`config.mk`:
```
export PLATFORM = sky130hd
export DESIGN_NAME = idex_elastic_reg_flat
export DESIGN_NICKNAME = d
export VERILOG_FILES = /design/src/rtl/idex_pkg.sv /design/src/rtl/idex_elastic_reg_if.sv /design/src/rtl/idex_payload_reg.sv /design/src/rtl/idex_elastic_reg.sv /design/src/flat_wrapper.sv
export SDC_FILE = /design/constraint.sdc
export NUM_CORES = 1
export LEC_CHECK = 0
export CAP_MARGIN = 5
export CORE_MARGIN = 2
export CORE_UTILIZATION = 35
export DETAILED_ROUTE_END_ITERATION = 10
export PLACE_DENSITY = 0.66
export SYNTH_ARGS = -nofsm -noshare
export SYNTH_HDL_FRONTEND = slang
export SYNTH_SLANG_ARGS = --single-unit
export TNS_END_PERCENT = 30
```
`constraint.sdc`:
```
create_clock -name clk -period 3.8 [get_ports clk]
set_input_delay 0.76 -clock clk [delete_from_list [all_inputs] [get_ports clk]]
set_output_delay 0.76 -clock clk [all_outputs]
set_load 0.05 [all_outputs]
```
`src/rtl/idex_pkg.sv`:
```
// Shared definitions for the elastic pipeline registers: control bundle layout,
// FSM state type and a payload-width helper.
package idex_pkg;

    localparam int unsigned CTRL_W        = 8;
    localparam int unsigned CTRL_BRANCH   = 7;
    localparam int unsigned CTRL_MEMREAD  = 6;
    localparam int unsigned CTRL_MEMTOREG = 5;
    localparam int unsigned CTRL_MEMWRITE = 4;
    localparam int unsigned CTRL_REGWRITE = 3;
    localparam int unsigned CTRL_ALUSRC   = 2;
    localparam int unsigned CTRL_ALUOP_MSB = 1;
    localparam int unsigned CTRL_ALUOP_LSB = 0;

    typedef enum logic [1:0] {
        StEmpty,
        StOne,
        StTwo
    } elastic_state_e;

    // Packed payload: {pc, rdata1, rdata2, imm, rs1, rs2, rd, funct3, ctrl}, ctrl in the LSBs.
    function automatic int unsigned payload_w(input int unsigned xlen, input int unsigned reg_w,
                                              input int unsigned funct3_w);
        return 4 * xlen + 3 * reg_w + funct3_w + CTRL_W;
    endfunction

endpackage

```
`src/rtl/idex_elastic_reg_if.sv`:
```
// Decode-to-execute handshake and payload bundle for the ID/EX elastic register.
interface idex_elastic_reg_if
    import idex_pkg::*;
#(
    parameter int unsigned XLEN       = 64,
    parameter int unsigned REG_ADDR_W = 5,
    parameter int unsigned FUNCT3_W   = 4
);
    logic                  in_valid;
    logic                  in_ready;
    logic [XLEN-1:0]       in_pc;
    logic [XLEN-1:0]       in_rdata1;
    logic [XLEN-1:0]       in_rdata2;
    logic [XLEN-1:0]       in_imm;
    logic [REG_ADDR_W-1:0] in_rs1;
    logic [REG_ADDR_W-1:0] in_rs2;
    logic [REG_ADDR_W-1:0] in_rd;
    logic [FUNCT3_W-1:0]   in_funct3;
    logic [CTRL_W-1:0]     in_ctrl;

    logic                  out_valid;
    logic                  out_ready;
    logic [XLEN-1:0]       out_pc;
    logic [XLEN-1:0]       out_rdata1;
    logic [XLEN-1:0]       out_rdata2;
    logic [XLEN-1:0]       out_imm;
    logic [REG_ADDR_W-1:0] out_rs1;
    logic [REG_ADDR_W-1:0] out_rs2;
    logic [REG_ADDR_W-1:0] out_rd;
    logic [FUNCT3_W-1:0]   out_funct3;
    logic [CTRL_W-1:0]     out_ctrl;

    // Pipeline-register side.
    modport slave (
        input  in_valid, in_pc, in_rdata1, in_rdata2, in_imm, in_rs1, in_rs2, in_rd,
               in_funct3, in_ctrl, out_ready,
        output in_ready, out_valid, out_pc, out_rdata1, out_rdata2, out_imm, out_rs1,
               out_rs2, out_rd, out_funct3, out_ctrl
    );

    // Producer/consumer side.
    modport master (
        output in_valid, in_pc, in_rdata1, in_rdata2, in_imm, in_rs1, in_rs2, in_rd,
               in_funct3, in_ctrl, out_ready,
        input  in_ready, out_valid, out_pc, out_rdata1, out_rdata2, out_imm, out_rs1,
               out_rs2, out_rd, out_funct3, out_ctrl
    );
endinterface

```
`src/rtl/idex_payload_reg.sv`:
```
// Load-enabled payload register with sync reset and a ctrl-only clear used on flush.
module idex_payload_reg #(
    parameter int unsigned Width = 16,
    parameter int unsigned CtrlW = 8
) (
    input  logic             clk,
    input  logic             reset,
    input  logic             load_i,
    input  logic             clr_ctrl_i,
    input  logic [Width-1:0] d_i,
    output logic [Width-1:0] q_o
);
    logic [Width-1:0] payload_d, payload_q;

    // Clearing ctrl wins over a load so a flushed slot can never carry side effects.
    always_comb begin
        payload_d = payload_q;
        if (clr_ctrl_i) begin
            payload_d[CtrlW-1:0] = '0;
        end else if (load_i) begin
            payload_d = d_i;
        end
    end

    always_ff @(posedge clk) begin
        if (reset) begin
            payload_q <= '0;
        end else begin
            payload_q <= payload_d;
        end
    end

    assign q_o = payload_q;
endmodule

```
`src/rtl/idex_elastic_reg.sv`:
```
// ID/EX pipeline register with valid/ready flow control, flush and a one-entry skid
// buffer; in_ready is a flop so there is no combinational ready path back to decode.
module idex_elastic_reg
    import idex_pkg::*;
#(
    parameter int unsigned XLEN           = 64,
    parameter int unsigned REG_ADDR_W     = 5,
    parameter int unsigned FUNCT3_W       = 4,
    parameter bit          ZERO_ON_BUBBLE = 1'b1
) (
    input logic              clk,
    input logic              reset,
    input logic              flush,
    idex_elastic_reg_if.slave bus
);
    localparam int unsigned PayW = payload_w(XLEN, REG_ADDR_W, FUNCT3_W);

    elastic_state_e state_d, state_q;
    logic           in_ready_d, in_ready_q;
    logic           accept, fire, out_valid;
    logic           load_main, load_skid, main_from_skid;
    logic [PayW-1:0] in_pay, main_d, main_q, skid_q;

    assign in_pay = {bus.in_pc, bus.in_rdata1, bus.in_rdata2, bus.in_imm, bus.in_rs1,
                     bus.in_rs2, bus.in_rd, bus.in_funct3, bus.in_ctrl};

    assign out_valid = (state_q != StEmpty);
    assign accept    = bus.in_valid & in_ready_q & ~flush;
    assign fire      = out_valid & bus.out_ready;

    always_comb begin
        state_d        = state_q;
        load_main      = 1'b0;
        load_skid      = 1'b0;
        main_from_skid = 1'b0;
        if (flush) begin
            state_d = StEmpty;
        end else begin
            unique case (state_q)
                StEmpty: begin
                    if (accept) begin
                        state_d   = StOne;
                        load_main = 1'b1;
                    end
                end
                StOne: begin
                    if (accept && fire) begin
                        load_main = 1'b1;
                    end else if (accept) begin
                        state_d   = StTwo;
                        load_skid = 1'b1;
                    end else if (fire) begin
                        state_d = StEmpty;
                    end
                end
                StTwo: begin
                    if (fire) begin
                        state_d        = StOne;
                        load_main      = 1'b1;
                        main_from_skid = 1'b1;
                    end
                end
                default: state_d = StEmpty;
            endcase
        end
        in_ready_d = (state_d != StTwo);
        main_d     = main_from_skid ? skid_q : in_pay;
    end

    always_ff @(posedge clk) begin
        if (reset) begin
            state_q    <= StEmpty;
            in_ready_q <= 1'b1;
        end else begin
            state_q    <= state_d;
            in_ready_q <= in_ready_d;
        end
    end

    idex_payload_reg #(
        .Width (PayW),
        .CtrlW (CTRL_W)
    ) u_main (
        .clk        (clk),
        .reset      (reset),
        .load_i     (load_main),
        .clr_ctrl_i (flush),
        .d_i        (main_d),
        .q_o        (main_q)
    );

    idex_payload_reg #(
        .Width (PayW),
        .CtrlW (CTRL_W)
    ) u_skid (
        .clk        (clk),
        .reset      (reset),
        .load_i     (load_skid),
        .clr_ctrl_i (flush),
        .d_i        (in_pay),
        .q_o        (skid_q)
    );

    always_comb begin
        bus.in_ready  = in_ready_q;
        bus.out_valid = out_valid;
        {bus.out_pc, bus.out_rdata1, bus.out_rdata2, bus.out_imm, bus.out_rs1, bus.out_rs2,
         bus.out_rd, bus.out_funct3} = main_q[PayW-1:CTRL_W];
        bus.out_ctrl  = (ZERO_ON_BUBBLE && !out_valid) ? '0 : main_q[CTRL_W-1:0];
    end
endmodule

```
`src/flat_wrapper.sv`:
```
// flat-port wrapper written by rule: the top's interface ports become plain ports
module idex_elastic_reg_flat import idex_pkg::*;
#(
    parameter int unsigned XLEN           = 64,
    parameter int unsigned REG_ADDR_W     = 5,
    parameter int unsigned FUNCT3_W       = 4,
    parameter bit          ZERO_ON_BUBBLE = 1'b1
)
  (clk, reset, flush, bus_in_valid, bus_in_pc, bus_in_rdata1, bus_in_rdata2, bus_in_imm, bus_in_rs1, bus_in_rs2, bus_in_rd, bus_in_funct3, bus_in_ctrl, bus_out_ready, bus_in_ready, bus_out_valid, bus_out_pc, bus_out_rdata1, bus_out_rdata2, bus_out_imm, bus_out_rs1, bus_out_rs2, bus_out_rd, bus_out_funct3, bus_out_ctrl);
  idex_elastic_reg_if #(.XLEN(XLEN), .REG_ADDR_W(REG_ADDR_W), .FUNCT3_W(FUNCT3_W)) bus_i ();
  input logic clk;
  input logic reset;
  input logic flush;
  input wire logic [$bits(bus_i.in_valid)-1:0] bus_in_valid;
  input wire logic [$bits(bus_i.in_pc)-1:0] bus_in_pc;
  input wire logic [$bits(bus_i.in_rdata1)-1:0] bus_in_rdata1;
  input wire logic [$bits(bus_i.in_rdata2)-1:0] bus_in_rdata2;
  input wire logic [$bits(bus_i.in_imm)-1:0] bus_in_imm;
  input wire logic [$bits(bus_i.in_rs1)-1:0] bus_in_rs1;
  input wire logic [$bits(bus_i.in_rs2)-1:0] bus_in_rs2;
  input wire logic [$bits(bus_i.in_rd)-1:0] bus_in_rd;
  input wire logic [$bits(bus_i.in_funct3)-1:0] bus_in_funct3;
  input wire logic [$bits(bus_i.in_ctrl)-1:0] bus_in_ctrl;
  input wire logic [$bits(bus_i.out_ready)-1:0] bus_out_ready;
  output wire logic [$bits(bus_i.in_ready)-1:0] bus_in_ready;
  output wire logic [$bits(bus_i.out_valid)-1:0] bus_out_valid;
  output wire logic [$bits(bus_i.out_pc)-1:0] bus_out_pc;
  output wire logic [$bits(bus_i.out_rdata1)-1:0] bus_out_rdata1;
  output wire logic [$bits(bus_i.out_rdata2)-1:0] bus_out_rdata2;
  output wire logic [$bits(bus_i.out_imm)-1:0] bus_out_imm;
  output wire logic [$bits(bus_i.out_rs1)-1:0] bus_out_rs1;
  output wire logic [$bits(bus_i.out_rs2)-1:0] bus_out_rs2;
  output wire logic [$bits(bus_i.out_rd)-1:0] bus_out_rd;
  output wire logic [$bits(bus_i.out_funct3)-1:0] bus_out_funct3;
  output wire logic [$bits(bus_i.out_ctrl)-1:0] bus_out_ctrl;
  assign bus_i.in_valid = bus_in_valid;
  assign bus_i.in_pc = bus_in_pc;
  assign bus_i.in_rdata1 = bus_in_rdata1;
  assign bus_i.in_rdata2 = bus_in_rdata2;
  assign bus_i.in_imm = bus_in_imm;
  assign bus_i.in_rs1 = bus_in_rs1;
  assign bus_i.in_rs2 = bus_in_rs2;
  assign bus_i.in_rd = bus_in_rd;
  assign bus_i.in_funct3 = bus_in_funct3;
  assign bus_i.in_ctrl = bus_in_ctrl;
  assign bus_i.out_ready = bus_out_ready;
  assign bus_in_ready = bus_i.in_ready;
  assign bus_out_valid = bus_i.out_valid;
  assign bus_out_pc = bus_i.out_pc;
  assign bus_out_rdata1 = bus_i.out_rdata1;
  assign bus_out_rdata2 = bus_i.out_rdata2;
  assign bus_out_imm = bus_i.out_imm;
  assign bus_out_rs1 = bus_i.out_rs1;
  assign bus_out_rs2 = bus_i.out_rs2;
  assign bus_out_rd = bus_i.out_rd;
  assign bus_out_funct3 = bus_i.out_funct3;
  assign bus_out_ctrl = bus_i.out_ctrl;
  idex_elastic_reg #(.XLEN(XLEN), .REG_ADDR_W(REG_ADDR_W), .FUNCT3_W(FUNCT3_W), .ZERO_ON_BUBBLE(ZERO_ON_BUBBLE)) u_core (.clk(clk), .reset(reset), .flush(flush), .bus(bus_i));
endmodule
```
==> impl_metrics.env, run 1 <==
export IMPL_outcome="complete, no violations"
export IMPL_layout_commonest_cell="clkdlybuf4s50_1"
export IMPL_slew_viol_final=0
export IMPL_drt_initial_drc_count=1650
export IMPL_clk_insertion_delay_late_ps=620
export IMPL_timing_final_crit_period_ps=3300
export IMPL_placed_cell_area_um2=28100
export IMPL_worst_slew_pin_slew_ps=978
export IMPL_worst_path_cell_trace="nor2_1, nor2b_1, clkdlybuf4s50_1"
export IMPL_ir_drop_v=0.000357
export IMPL_hold_slack_ps=454
export IMPL_crit_path_top_delay_cell="clkdlybuf4s50_1"
export IMPL_post_cts_resized=0
export IMPL_synth_xor_area_share_pct=0.0366
export IMPL_synth_compound_area_share_pct=16.7
export IMPL_layout_cells_most_common_list="clkdlybuf4s50_1 (571), dfxtp_1 (569), nand2_1 (568), nor2_1 (286), a21oi_1 (284)"
export IMPL_setup_worst_path_end_class="output pin"
export IMPL_yosys_register_bits=569
export IMPL_p_int_uw=10700
export IMPL_cts_sinks=569
export IMPL_finalWirelength_mm=73.0
export IMPL_die_height_um=266
export IMPL_drt_pre_antenna_iters=7
export IMPL_antenna_found_initial=9
export IMPL_ctsHoldBuffers=0
export IMPL_synthCells=2826
export IMPL_cts_tree="built"
export IMPL_place_detailed_hpwl_mm=46.6
export IMPL_worst_ep_required_time_ps=3040
export IMPL_reg2reg_slack_ps=1640
export IMPL_avgViaCountPerCell=5.21
export IMPL_grt_overflow_total=0
export IMPL_power_switching_share_pct=27.5
export IMPL_grt_start_max_net_pins=134
export IMPL_rsz_0062_raised_after_global_routing="no"
export IMPL_synth_cell_area_um2=23900
export IMPL_synth_sequential_area_ratio_pct=47.6
export IMPL_pwr_share_clk_pct=41.4
export IMPL_setup_cp_type="reg2out"
export IMPL_slew_headroom_pct=34.8
export IMPL_share_seq_of_total_power_pct=43.2
export IMPL_netlist_cell_type_count=26
export IMPL_switch_pwr_uw=4030
export IMPL_cp_max_fo=9
export IMPL_power_frac_comb_pct=15.4
export IMPL_die_width_um=266
export IMPL_synth_flop_cell="dfxtp_1"
export IMPL_ios=573
export IMPL_fp_dieArea_um2=70500
export IMPL_drive_gt1_share_pct=7.96
export IMPL_drv_max_cap_violation_count=0
export IMPL_placement_rows=95
export IMPL_start_util_pct=35.5
export IMPL_route_detailed_drc=0
export IMPL_syn2layout_area_growth_pct=26.1
export IMPL_totalPowerFinal_uw=14700
export IMPL_final_min_period_over_clock_period_pct=87.0
export IMPL_power_leakage_uw=0.0101
export IMPL_timing_critical_path_buf_inv=1
export IMPL_slowest_delay_ps=790
export IMPL_placement_io_buffers=572
export IMPL_vias=20500
export IMPL_fp_coreArea_um2=67400
export IMPL_root_buffer="clkbuf_16"
export IMPL_final_net_count=3288
export IMPL_clock_tree_htree_level_count=2
export IMPL_synth_edff_count=0
export IMPL_critical_path_reg2reg_startpoint="u_core.state_q[0]"
export IMPL_worstHoldStart="u_core.u_skid.q_o[81]"
export IMPL_detailed_route_wire_length_per_cell_um=18.6
export IMPL_grt_first_pass_wirelength_mm=111
export IMPL_setup_tns_final_ps=0
export IMPL_crit_start="u_core.state_q[1]"
export IMPL_clk_path_buf_depth=3
export IMPL_final_design_area_no_fill_um2=30200
export IMPL_syn_area_per_cell_um2=8.47
export IMPL_yosys_mux_area_fraction_pct=0
export IMPL_fmax_mhz=303
export IMPL_cp_data_arrival_time_ps=2540
export IMPL_gpl_final_weighted_congestion=0.816
export IMPL_worst_hold_path_type="reg2reg"
export IMPL_syn_num_nets=3114
export IMPL_clock_skews_ps=18.5
export IMPL_post_synth_fa_ha_maj_area_fraction_pct=0
export IMPL_final_hold_violation_count=0
export IMPL_synth_simple_gate_area_share_pct=21.1
export IMPL_dominant_delay_contributor_by_cell_family_on_the_critical_path="buffers and inverters"
export IMPL_postRouteAntennaNets=0
export IMPL_number_of_global_route_vias_before_repair=18800
export IMPL_clock_pin_slew_worst_setup_and_hold_paths_ps=60
export IMPL_tritoncts_num_buffers=61
export IMPL_yosysWarnings=0
export IMPL_synth_top_family_by_area="simple AND/OR/NAND/NOR gates"
export IMPL_final_setup_viol_count=0
export IMPL_pwrdens_nw_per_um2=487
export IMPL_synth_async_reset_ratio_pct=0
export IMPL_worst_setup_path_start_kind="register"
export IMPL_gr_usage_all_layers_pct=19.5
export IMPL_cts_repair_timing_setup_buffer_count=0
## power groups by stage
| stage | registers [µW] | logic (µW) | clock network [µW] |
|---|---|---|---|
| finish | 6340 | 2270 | 6080 |
| floorplan | 6420 | 1660 | 0 |
| global placement | 6460 | 2260 | 0 |
| detailed placement | 6470 | 2270 | 0 |
| global route | 6360 | 2400 | 6460 |
| CTS | 6340 | 2280 | 6220 |
## cells by family (layout without fill, tap and decap cells)
group                     count (synthesis)  count (layout)
and+or+nand+nor                        1147            1147
AOI/OAI and AO/OA                       580             580
DFF                                     569             569
buffers and inverters                   529             754
xor gates and xnor gates                  1               1
other                                     0               5
## synth_stat cells (2+ instances only)
master    instances  area share [%]
a21oi_1         284             5.9
a221oi_1        283              10
and3b_1           2           0.073
buf_2           119             2.5
buf_4           300             9.4
buf_6            30             1.4
clkbuf_1         77             1.2
dfxtp_1         569              48
inv_1             3           0.047
nand2_1         569             8.9
nand2b_1          2           0.052
nor2_1          286             4.5
nor2b_1           8            0.21
nor3_1          205             4.3
nor3_2           71             3.0
o21ai_0           8            0.17
## sequential cells by signal (all words and copies together) (netlist names)
signal               count
u_core.bus.in_ready      1
u_core.state_q           2
u_core.u_main.q_o      283
u_core.u_skid.q_o      283
## final timing paths
kind	end	cells past startpoint
setup / recovery	bus_out_ctrl[3]	3
hold / removal	u_core.u_skid.q_o[81]	2
setup reg to reg	u_core.u_main.q_o[279]	6
hold reg to reg	u_core.u_skid.q_o[81]	2
## final cells by class
cell class | instances | area [µm²]
tap | 873 | 1090
antenna | 5 | 12.5
fill | 6571 | 37200
sequential | 569 | 11400
inverter | 3 | 11.3
clock inverter | 19 | 215
timing repair buffer | 637 | 6530
clock buffer | 95 | 1840
multi-input combinational | 1728 | 9090
## per-layer routing
layer	vias to the layer above	routed length (µm)	part of all wire, %	GRT usage [%]
li1	9862	-	-	-
met1	9861	30400	42	25.2
met2	617	36100	49	32.7
met3	132	4610	6.3	3.92
met4	6	1920	2.6	6.32
met5	-	38	0.052	0
## per-stage QoR
stage / setup slack (ps) / utilization, % / cells
CTS: 404 / 44.8 / 3924
floorplan: 1790 / - / 2826
detailed placement: 805 / 41.7 / 3810
global route: 286 / 44.8 / 3929
global placement: 847 / 41.7 / 3810
finish: 496 / 44.8 / 3929
## worst reg2reg max path: stages (launching register included)
cell      delay [ps]
dfxtp_1          360
and3b_4          540
nand2_4          260
buf_12           240
buf_12           190
a221oi_1         350
nor3_2            60
(Power assumes the default switching activity.)
==> run 2, diff against run 1 <==
--- a/config.mk
+++ b/config.mk
@@ -9,8 +9,9 @@
 export CORE_MARGIN = 2
 export CORE_UTILIZATION = 35
 export DETAILED_ROUTE_END_ITERATION = 10
-export PLACE_DENSITY = 0.66
+export PLACE_DENSITY = 0.64
 export SYNTH_ARGS = -nofsm -noshare
 export SYNTH_HDL_FRONTEND = slang
+export SYNTH_HIERARCHICAL = 1
 export SYNTH_SLANG_ARGS = --single-unit
 export TNS_END_PERCENT = 30
==> run 2 against run 1 <==
Sequential share of layout area decreased by 8.1 points. Synthesized cell count increased by 2.7%. Sequential power decreased by 3%. Critical path depth unchanged. Die area increased by 25%. Critical path type unchanged. Critical endpoint is now bus_out_ctrl[0]. Largest cell class is now multi-input combinational cells. Largest power group is now clock.
==> impl_metrics.env, run 2 <==
export IMPL_outcome="complete, no violations"
export IMPL_synth_most_common_cell="dfxtp_1"
export IMPL_clock_tree_htree_level_count=3
export IMPL_area_share_of_the_leading_cell_type_in_the_synthesized_netlist_pct=38.0
export IMPL_switch_pwr_uw=3780
export IMPL_share_seq_of_total_power_pct=41.6
export IMPL_final_cells=4464
export IMPL_worst_hold_path_num_cells=2
export IMPL_gpl_final_weighted_congestion=0.777
export IMPL_root_buffer="clkbuf_16"
export IMPL_syn_area_per_cell_um2=10.3
export IMPL_yosys_mux_area_fraction_pct=13.7
export IMPL_cp_data_arrival_time_ps=2670
export IMPL_syn_num_nets=3189
export IMPL_synth_top_family_by_area="simple AND/OR/NAND/NOR gates"
export IMPL_area_sequential_um2=11400
export IMPL_final_min_period_over_clock_period_pct=90.3
export IMPL_timing_final_crit_period_ps=3430
export IMPL_synth_flop_cell="dfxtp_1"
export IMPL_post_synth_most_frequent_cells="dfxtp_1 (569), nand2b_1 (551), nand4bb_1 (550)"
export IMPL_ir_drop_v=0.000287
export IMPL_die_height_um=297
export IMPL_final_hold_violation_count=0
export IMPL_vias=22800
export IMPL_multi_input_logic_area_um2=16800
export IMPL_yosys_register_bits=569
export IMPL_drt_pre_antenna_iters=6
export IMPL_layout_commonest_cell="clkdlybuf4s50_1"
export IMPL_worst_r2r_cell_count=5
export IMPL_yosys_area_top_type="dfxtp_1"
export IMPL_synth_async_reset_ratio_pct=0
export IMPL_clock_skews_ps=27.3
export IMPL_drt_initial_drc_count=1403
export IMPL_detailed_route_wire_length_per_cell_um=19.9
export IMPL_clock_pin_slew_worst_setup_and_hold_paths_ps=60
export IMPL_worst_ep_required_time_ps=3040
export IMPL_cts_tree="built"
export IMPL_power_leakage_uw=0.0127
export IMPL_layout_cells_most_common_list="clkdlybuf4s50_1 (570), dfxtp_1 (569), nand2b_1 (551), nand4bb_1 (550), o21ai_0 (516)"
export IMPL_worst_hold_path_type="reg2reg"
export IMPL_fp_coreArea_um2=85000
export IMPL_clk_path_buf_depth=3
export IMPL_fmax_mhz=291
export IMPL_finalCoreUtilization_pct=45.2
export IMPL_p_int_uw=11000
export IMPL_filler_cell_count=8093
export IMPL_setup_tns_final_ps=0
export IMPL_power_switching_share_pct=25.5
export IMPL_synth_edff_count=0
export IMPL_finalWirelength_mm=89.0
export IMPL_slew_viol_final=0
export IMPL_synth_sequential_area_ratio_pct=38.0
export IMPL_syn2layout_area_growth_pct=28.2
export IMPL_power_frac_comb_pct=13.0
export IMPL_drive_gt1_share_pct=13.2
export IMPL_place_detailed_hpwl_mm=54.2
export IMPL_grt_overflow_total=0
export IMPL_synth_compound_area_share_pct=9.23
export IMPL_avgViaCountPerCell=5.12
export IMPL_dpl_cell_count=4326
export IMPL_synth_simple_gate_area_share_pct=32.9
export IMPL_post_cts_resized=0
export IMPL_cp_max_fo=9
export IMPL_route_detailed_drc=0
export IMPL_final_setup_viol_count=0
export IMPL_grt_first_pass_wirelength_mm=133
export IMPL_worst_slew_pin_slew_ps=1120
export IMPL_rsz_0062_raised_after_global_routing="no"
export IMPL_synth_xor_area_share_pct=0.0292
export IMPL_drv_max_cap_violation_count=0
export IMPL_worst_setup_path_start_kind="register"
export IMPL_tritoncts_num_buffers=70
export IMPL_yosys_top_cells_area="dfxtp_1 (38%), nand4bb_1 (21%), nand2b_1 (12%)"
export IMPL_cts_repair_timing_setup_buffer_count=0
export IMPL_reg2reg_slack_ps=1610
export IMPL_setup_worst_path_end_class="output pin"
export IMPL_grt_start_max_net_pins=227
export IMPL_die_width_um=297
export IMPL_synthCells=2901
export IMPL_clk_insertion_delay_late_ps=610
export IMPL_synth_cell_area_um2=30000
export IMPL_number_of_global_route_vias_before_repair=21800
export IMPL_pwrdens_nw_per_um2=385
export IMPL_cts_sinks=569
export IMPL_totalPowerFinal_uw=14800
export IMPL_start_util_pct=35.3
export IMPL_final_net_count=3542
export IMPL_setup_cp_type="reg2out"
export IMPL_postRouteAntennaNets=0
export IMPL_fp_dieArea_um2=88000
export IMPL_gr_usage_all_layers_pct=19.0
export IMPL_ios=573
export IMPL_post_synth_fa_ha_maj_area_fraction_pct=0
export IMPL_yosysWarnings=6
export IMPL_placement_io_buffers=572
export IMPL_slew_headroom_pct=25.5
export IMPL_ctsHoldBuffers=0
export IMPL_antenna_found_initial=24
export IMPL_pwr_share_clk_pct=45.5
export IMPL_placement_rows=107
export IMPL_netlist_cell_type_count=32
## run 2: cell count changes in the layout (fill, tap and decap cells not counted), moves of 200 or more
cell,delta
a21oi_1,-284
a221oi_1,-283
mux2_4,+200
nand2_1,-566
nand2b_1,+549
nand4bb_1,+550
nor2_1,-269
nor3_1,-205
o21ai_0,+508
## run 2: final cells by class
cell class,count,share of cell area [%]
Antenna cell,14,0.0912
Clock buffer,106,5.46
Clock inverter,18,0.547
Inverter,1,0.00977
Multi-Input combinational cell,1992,43.7
Sequential cell,569,29.6
Tap cell,1144,3.73
Timing Repair Buffer,620,16.8
## run 2: per-stage QoR
step / worst slack [ps] / cell area (µm²) / hold slack, ps
2_1_floorplan: 1670 / 30000 / 439
3_3_place_gp: 696 / 36100 / 452
3_5_place_dp: 668 / 36100 / 455
4_1_cts: 239 / 38400 / 465
5_1_grt: 242 / 38400 / 481
6_report: 369 / 38400 / 462
## run 2: per-layer routing
metal  part of all wire (%)  routed length (µm)  global-route usage [%]  vias up
met5                   0.17                 155                       0        -
met2                     46               40800                    29.4      467
met1                     45               40300                    25.3    11000
met3                    5.4                4820                    4.29      155
met4                    3.3                2940                    7.98       22
li1                       -                   -                       -    11200
## run 2: path summary, 6_finish.rpt
kind                               from                     end
setup / recovery      u_core/state_q[1]         bus_out_ctrl[0]
hold / removal    u_core/u_main/q_o[13]   u_core/u_main/q_o[13]
hold reg to reg   u_core/u_main/q_o[13]   u_core/u_main/q_o[13]
setup reg to reg    u_core/bus.in_ready  u_core/u_skid/q_o[188]
## run 2: worst max-delay path: stages, from the launching register on
cell	delay, ps
dfxtp_1	380
nor2_1	720
nor2b_1	200
clkdlybuf4s50_1	770
## run 2: kinds of logic (layout without fill, tap and decap cells)
logic type / count (synthesis) / in the layout
other: 0 / 14
buffers and inverters: 340 / 745
XOR/XNOR: 1 / 1
flip-flops: 569 / 569
multiplexers: 300 / 300
AO/OA/AOI/OAI: 552 / 552
AND/OR/NAND/NOR: 1139 / 1139
## run 2: power by group through the flow
stage	registers, µW	clock network, µW	logic (µW)
floorplan	6620	0	824
global placement	6280	0	1920
detailed placement	6280	0	1920
CTS	6150	6930	1930
global route	6160	7160	2020
finish	6150	6730	1920
==> run 3, diff against run 2 <==
--- a/config.mk
+++ b/config.mk
@@ -9,6 +9,7 @@
 export CORE_MARGIN = 2
 export CORE_UTILIZATION = 35
 export DETAILED_ROUTE_END_ITERATION = 10
+export GPL_ROUTABILITY_DRIVEN = 1
 export PLACE_DENSITY = 0.64
 export SYNTH_ARGS = -nofsm -noshare
 export SYNTH_HDL_FRONTEND = slang
==> results of run 3 <==
No change in the layout: final DEF, timing and power equal those of run 2.
==> edit (config.mk and constraints of run 1) <==
`ZERO_ON_BUBBLE` is set to 1'b1 in 2 places; all go to 1'b0.
--- a/src/rtl/idex_elastic_reg.sv
+++ b/src/rtl/idex_elastic_reg.sv
@@ -7,5 +7,5 @@
     parameter int unsigned REG_ADDR_W     = 5,
     parameter int unsigned FUNCT3_W       = 4,
-    parameter bit          ZERO_ON_BUBBLE = 1'b1
+    parameter bit          ZERO_ON_BUBBLE = 1'b0
 ) (
     input logic              clk,
--- a/src/flat_wrapper.sv
+++ b/src/flat_wrapper.sv
@@ -5,5 +5,5 @@
     parameter int unsigned REG_ADDR_W     = 5,
     parameter int unsigned FUNCT3_W       = 4,
-    parameter bit          ZERO_ON_BUBBLE = 1'b1
+    parameter bit          ZERO_ON_BUBBLE = 1'b0
 )
   (clk, reset, flush, bus_in_valid, bus_in_pc, bus_in_rdata1, bus_in_rdata2, bus_in_imm, bus_in_rs1, bus_in_rs2, bus_in_rd, bus_in_funct3, bus_in_ctrl, bus_out_ready, bus_in_ready, bus_out_valid, bus_out_pc, bus_out_rdata1, bus_out_rdata2, bus_out_imm, bus_out_rs1, bus_out_rs2, bus_out_rd, bus_out_funct3, bus_out_ctrl);
Check against the original RTL: not settled (the Yosys comparison gave no result); the edit may change what the design does.
==> edit against run 1 <==
- first-iteration DRC count up 4.8%
- wire length up 1.2%
- sequential cell count unchanged
- setup slack better by 530 ps
- hold slack about the same
- non-clock buffer count down 17
- synthesized area down 6.7%
- synthesized cell count down 10%
- sequential power about the same
- final area up 2.2%
- power up 1.7%
==> edit: results (changes against run 1) <==
| Metric | Value |
|---|---|
| Count of different cell masters after synthesis | 29 (+12%) |
| Share of post-route cells with drive strength above 1 | 12.1% (+4.2 points) |
| Synth top area cells | dfxtp_1 51%, a221oi_1 9.5%, nand2_1 9.5% |
| Post-DP HPWL | 47,700 µm (+2.4%) |
| Min-Delay Path Class | flop to flop |
| Peak supply drop | 0.372 mV (+4.4%) |
| Post-synthesis adder-cell area fraction | 0% (unchanged) |
| Worst-path maximum fanout | 7 (-2) |
| First-pass GRT wire length | 115,000 µm (+3.2%) |
| Mapped Nets | 2,827 (-9.2%) |
| Commonest cells post-synth | 569 x dfxtp_1, 567 x nand2_1, 285 x nor2_1 |
| Mux share of post-synthesis cell area | 0% (unchanged) |
| Max Root-Sink Buffers | 3 (unchanged) |
| Post-synthesis sequential area ratio | 51.0% (+3.4 points) |
| Drt via density | 5.36 (+2.8%) |
| Total wire length | 73,900 µm (+1.2%) |
| Synthesized-area fraction occupied by xor and xnor cells | 0.0392% (+0.0026 points) |
| Synth Area in Compound Gates | 19.0% (+2.3 points) |
| Grt met3 use | 4.04% (+0.13 points) |
| Worst rel slew slack | 33.7% (-1.1 points) |
| DRT Pass-1 Iters | 6 (-1) |
| Status | complete, no violations |
| Clock slew at reported path FFs | 60 ps (about the same) |
| Post-CTS sizing | 0 (unchanged) |
| Clock Latency Late Sink | 620 ps (about the same) |
| GP Congestion | 0.853 (+4.5%) |
| CP peak stage delay | 710 ps (-80 ps) |
| Num CTS Buffers | 60 (-1.6%) |
| Clk Tree Root Cell | clkbuf_16 |
| Post-CTS Setup Inserts | 0 (unchanged) |
| Met2 Resource Use GR | 36.7% (+4.0 points) |
| Drc violations | 0 (unchanged) |
| Worst r2r src | u_core.state_q[0] |
| GR Layer Usage met1 | 26.0% (+0.80 points) |
| Port Buffers | 572 (unchanged) |
| Delay-heaviest family, CP | buffers and inverters |
| Initial DRC count | 1,729 (+4.8%) |
| Clock Skew | 13.8 ps (-4.68 ps) |
| Total track usage | 21.3% (+1.8 points) |
| Internal Pwr Total | 0.0109 W (+1.9%) |
| Worst endpoint data arrival time | 2010 ps (-530 ps) |
| Pin count of the biggest net entering global routing | 154 (+15%) |
| Yosys Warn Count | 0 (unchanged) |
| Setup_tns | 0 ps (unchanged) |
| Critical Path Source | u_core.state_q[1] |
| Initial antenna violation count | 17 (+8) |
| Hold path startpoint | u_core.u_skid.q_o[122] |
| Dominant cell type by area after synthesis | dfxtp_1 |
| Leakage | 10.2 nW (+0.83%) |
| Vias in the first global route | 20,400 (+8.7%) |
| Slowest stage cell on the critical path | clkdlybuf4s50_1 |
| Final #Nets | 3,260 (-0.85%) |
==> edit: changes by cell type in the layout (fill, tap and decap cells not counted), sizes merged <==
cell	run 1	this run
nor2b	8	0
nand3b	1	0
clkinv	11	4
clkbuf	95	92
nand4b	0	1
buf	66	49
nand2	569	568
or2	1	2
diode	5	15
clkinvlp	2	4
nor2	286	285
bufinv	4	7
==> edit: cell type report <==
class	count	area [µm²]
clock inverters	18	287
clock buffers	92	1820
well taps	846	1060
diodes	15	37.5
multi-input cells	1719	9800
fillers	5820	32200
inverters	2	7.51
repair buffers	620	6440
flip-flops and latches	569	11400
==> edit: worst paths after layout <==
check | to | slack, ps | depth (start not counted)
worst max-delay path | bus_out_valid | 1030 | 2
worst max register to register | u_core.u_main.q_o[72] | 1650 | 5
worst min register to register | u_core.u_skid.q_o[122] | 450 | 2
worst min-delay path | u_core.u_skid.q_o[122] | 450 | 2
==> edit: metal layers <==
metal,wire [µm],vias up
met5,46,-
met4,2690,6
met3,4670,162
met2,37100,731
met1,29400,10100
li1,-,9791
==> edit: logic make-up (layout without fill, tap and decap cells) <==
| kind of cell | Yosys count | in the layout |
|---|---|---|
| AOI/OAI and AO/OA | 580 | 580 |
| xor gates and xnor gates | 1 | 1 |
| buffers and inverters | 251 | 732 |
| DFF | 569 | 569 |
| other | 0 | 15 |
| and+or+nand+nor | 1138 | 1138 |
==> edit: stage by stage <==
stage | cell area [µm²] | setup WS (ps) | total power [W] | instances | utilization [%]
final | 30800 | 1030 | 0.0149 | 3881 | 48.9
after global placement | 28700 | 837 | 0.00880 | 3756 | 45.5
after detailed placement | 28700 | 790 | 0.00884 | 3756 | 45.5
after floorplan | 22300 | 1840 | 0.00783 | 2539 | -
after global routing | 30800 | 951 | 0.0154 | 3880 | 48.9
after CTS | 30800 | 989 | 0.0151 | 3866 | 48.8
==> edit: worst min-delay path: stages (launching register included) <==
cell and delay (ps):
dfxtp_1 310, nand2_1 50, a21oi_1 50
==> edit: power by group through the flow <==
stage / Sequential (W) / Clock, W / Combinational, W
2_1_floorplan: 0.00718 / 0 / 0.000653
3_3_place_gp: 0.00646 / 0 / 0.00234
3_5_place_dp: 0.00647 / 0 / 0.00237
4_1_cts: 0.00634 / 0.00634 / 0.00238
5_1_grt: 0.00637 / 0.00656 / 0.00249
6_report: 0.00634 / 0.00623 / 0.00237
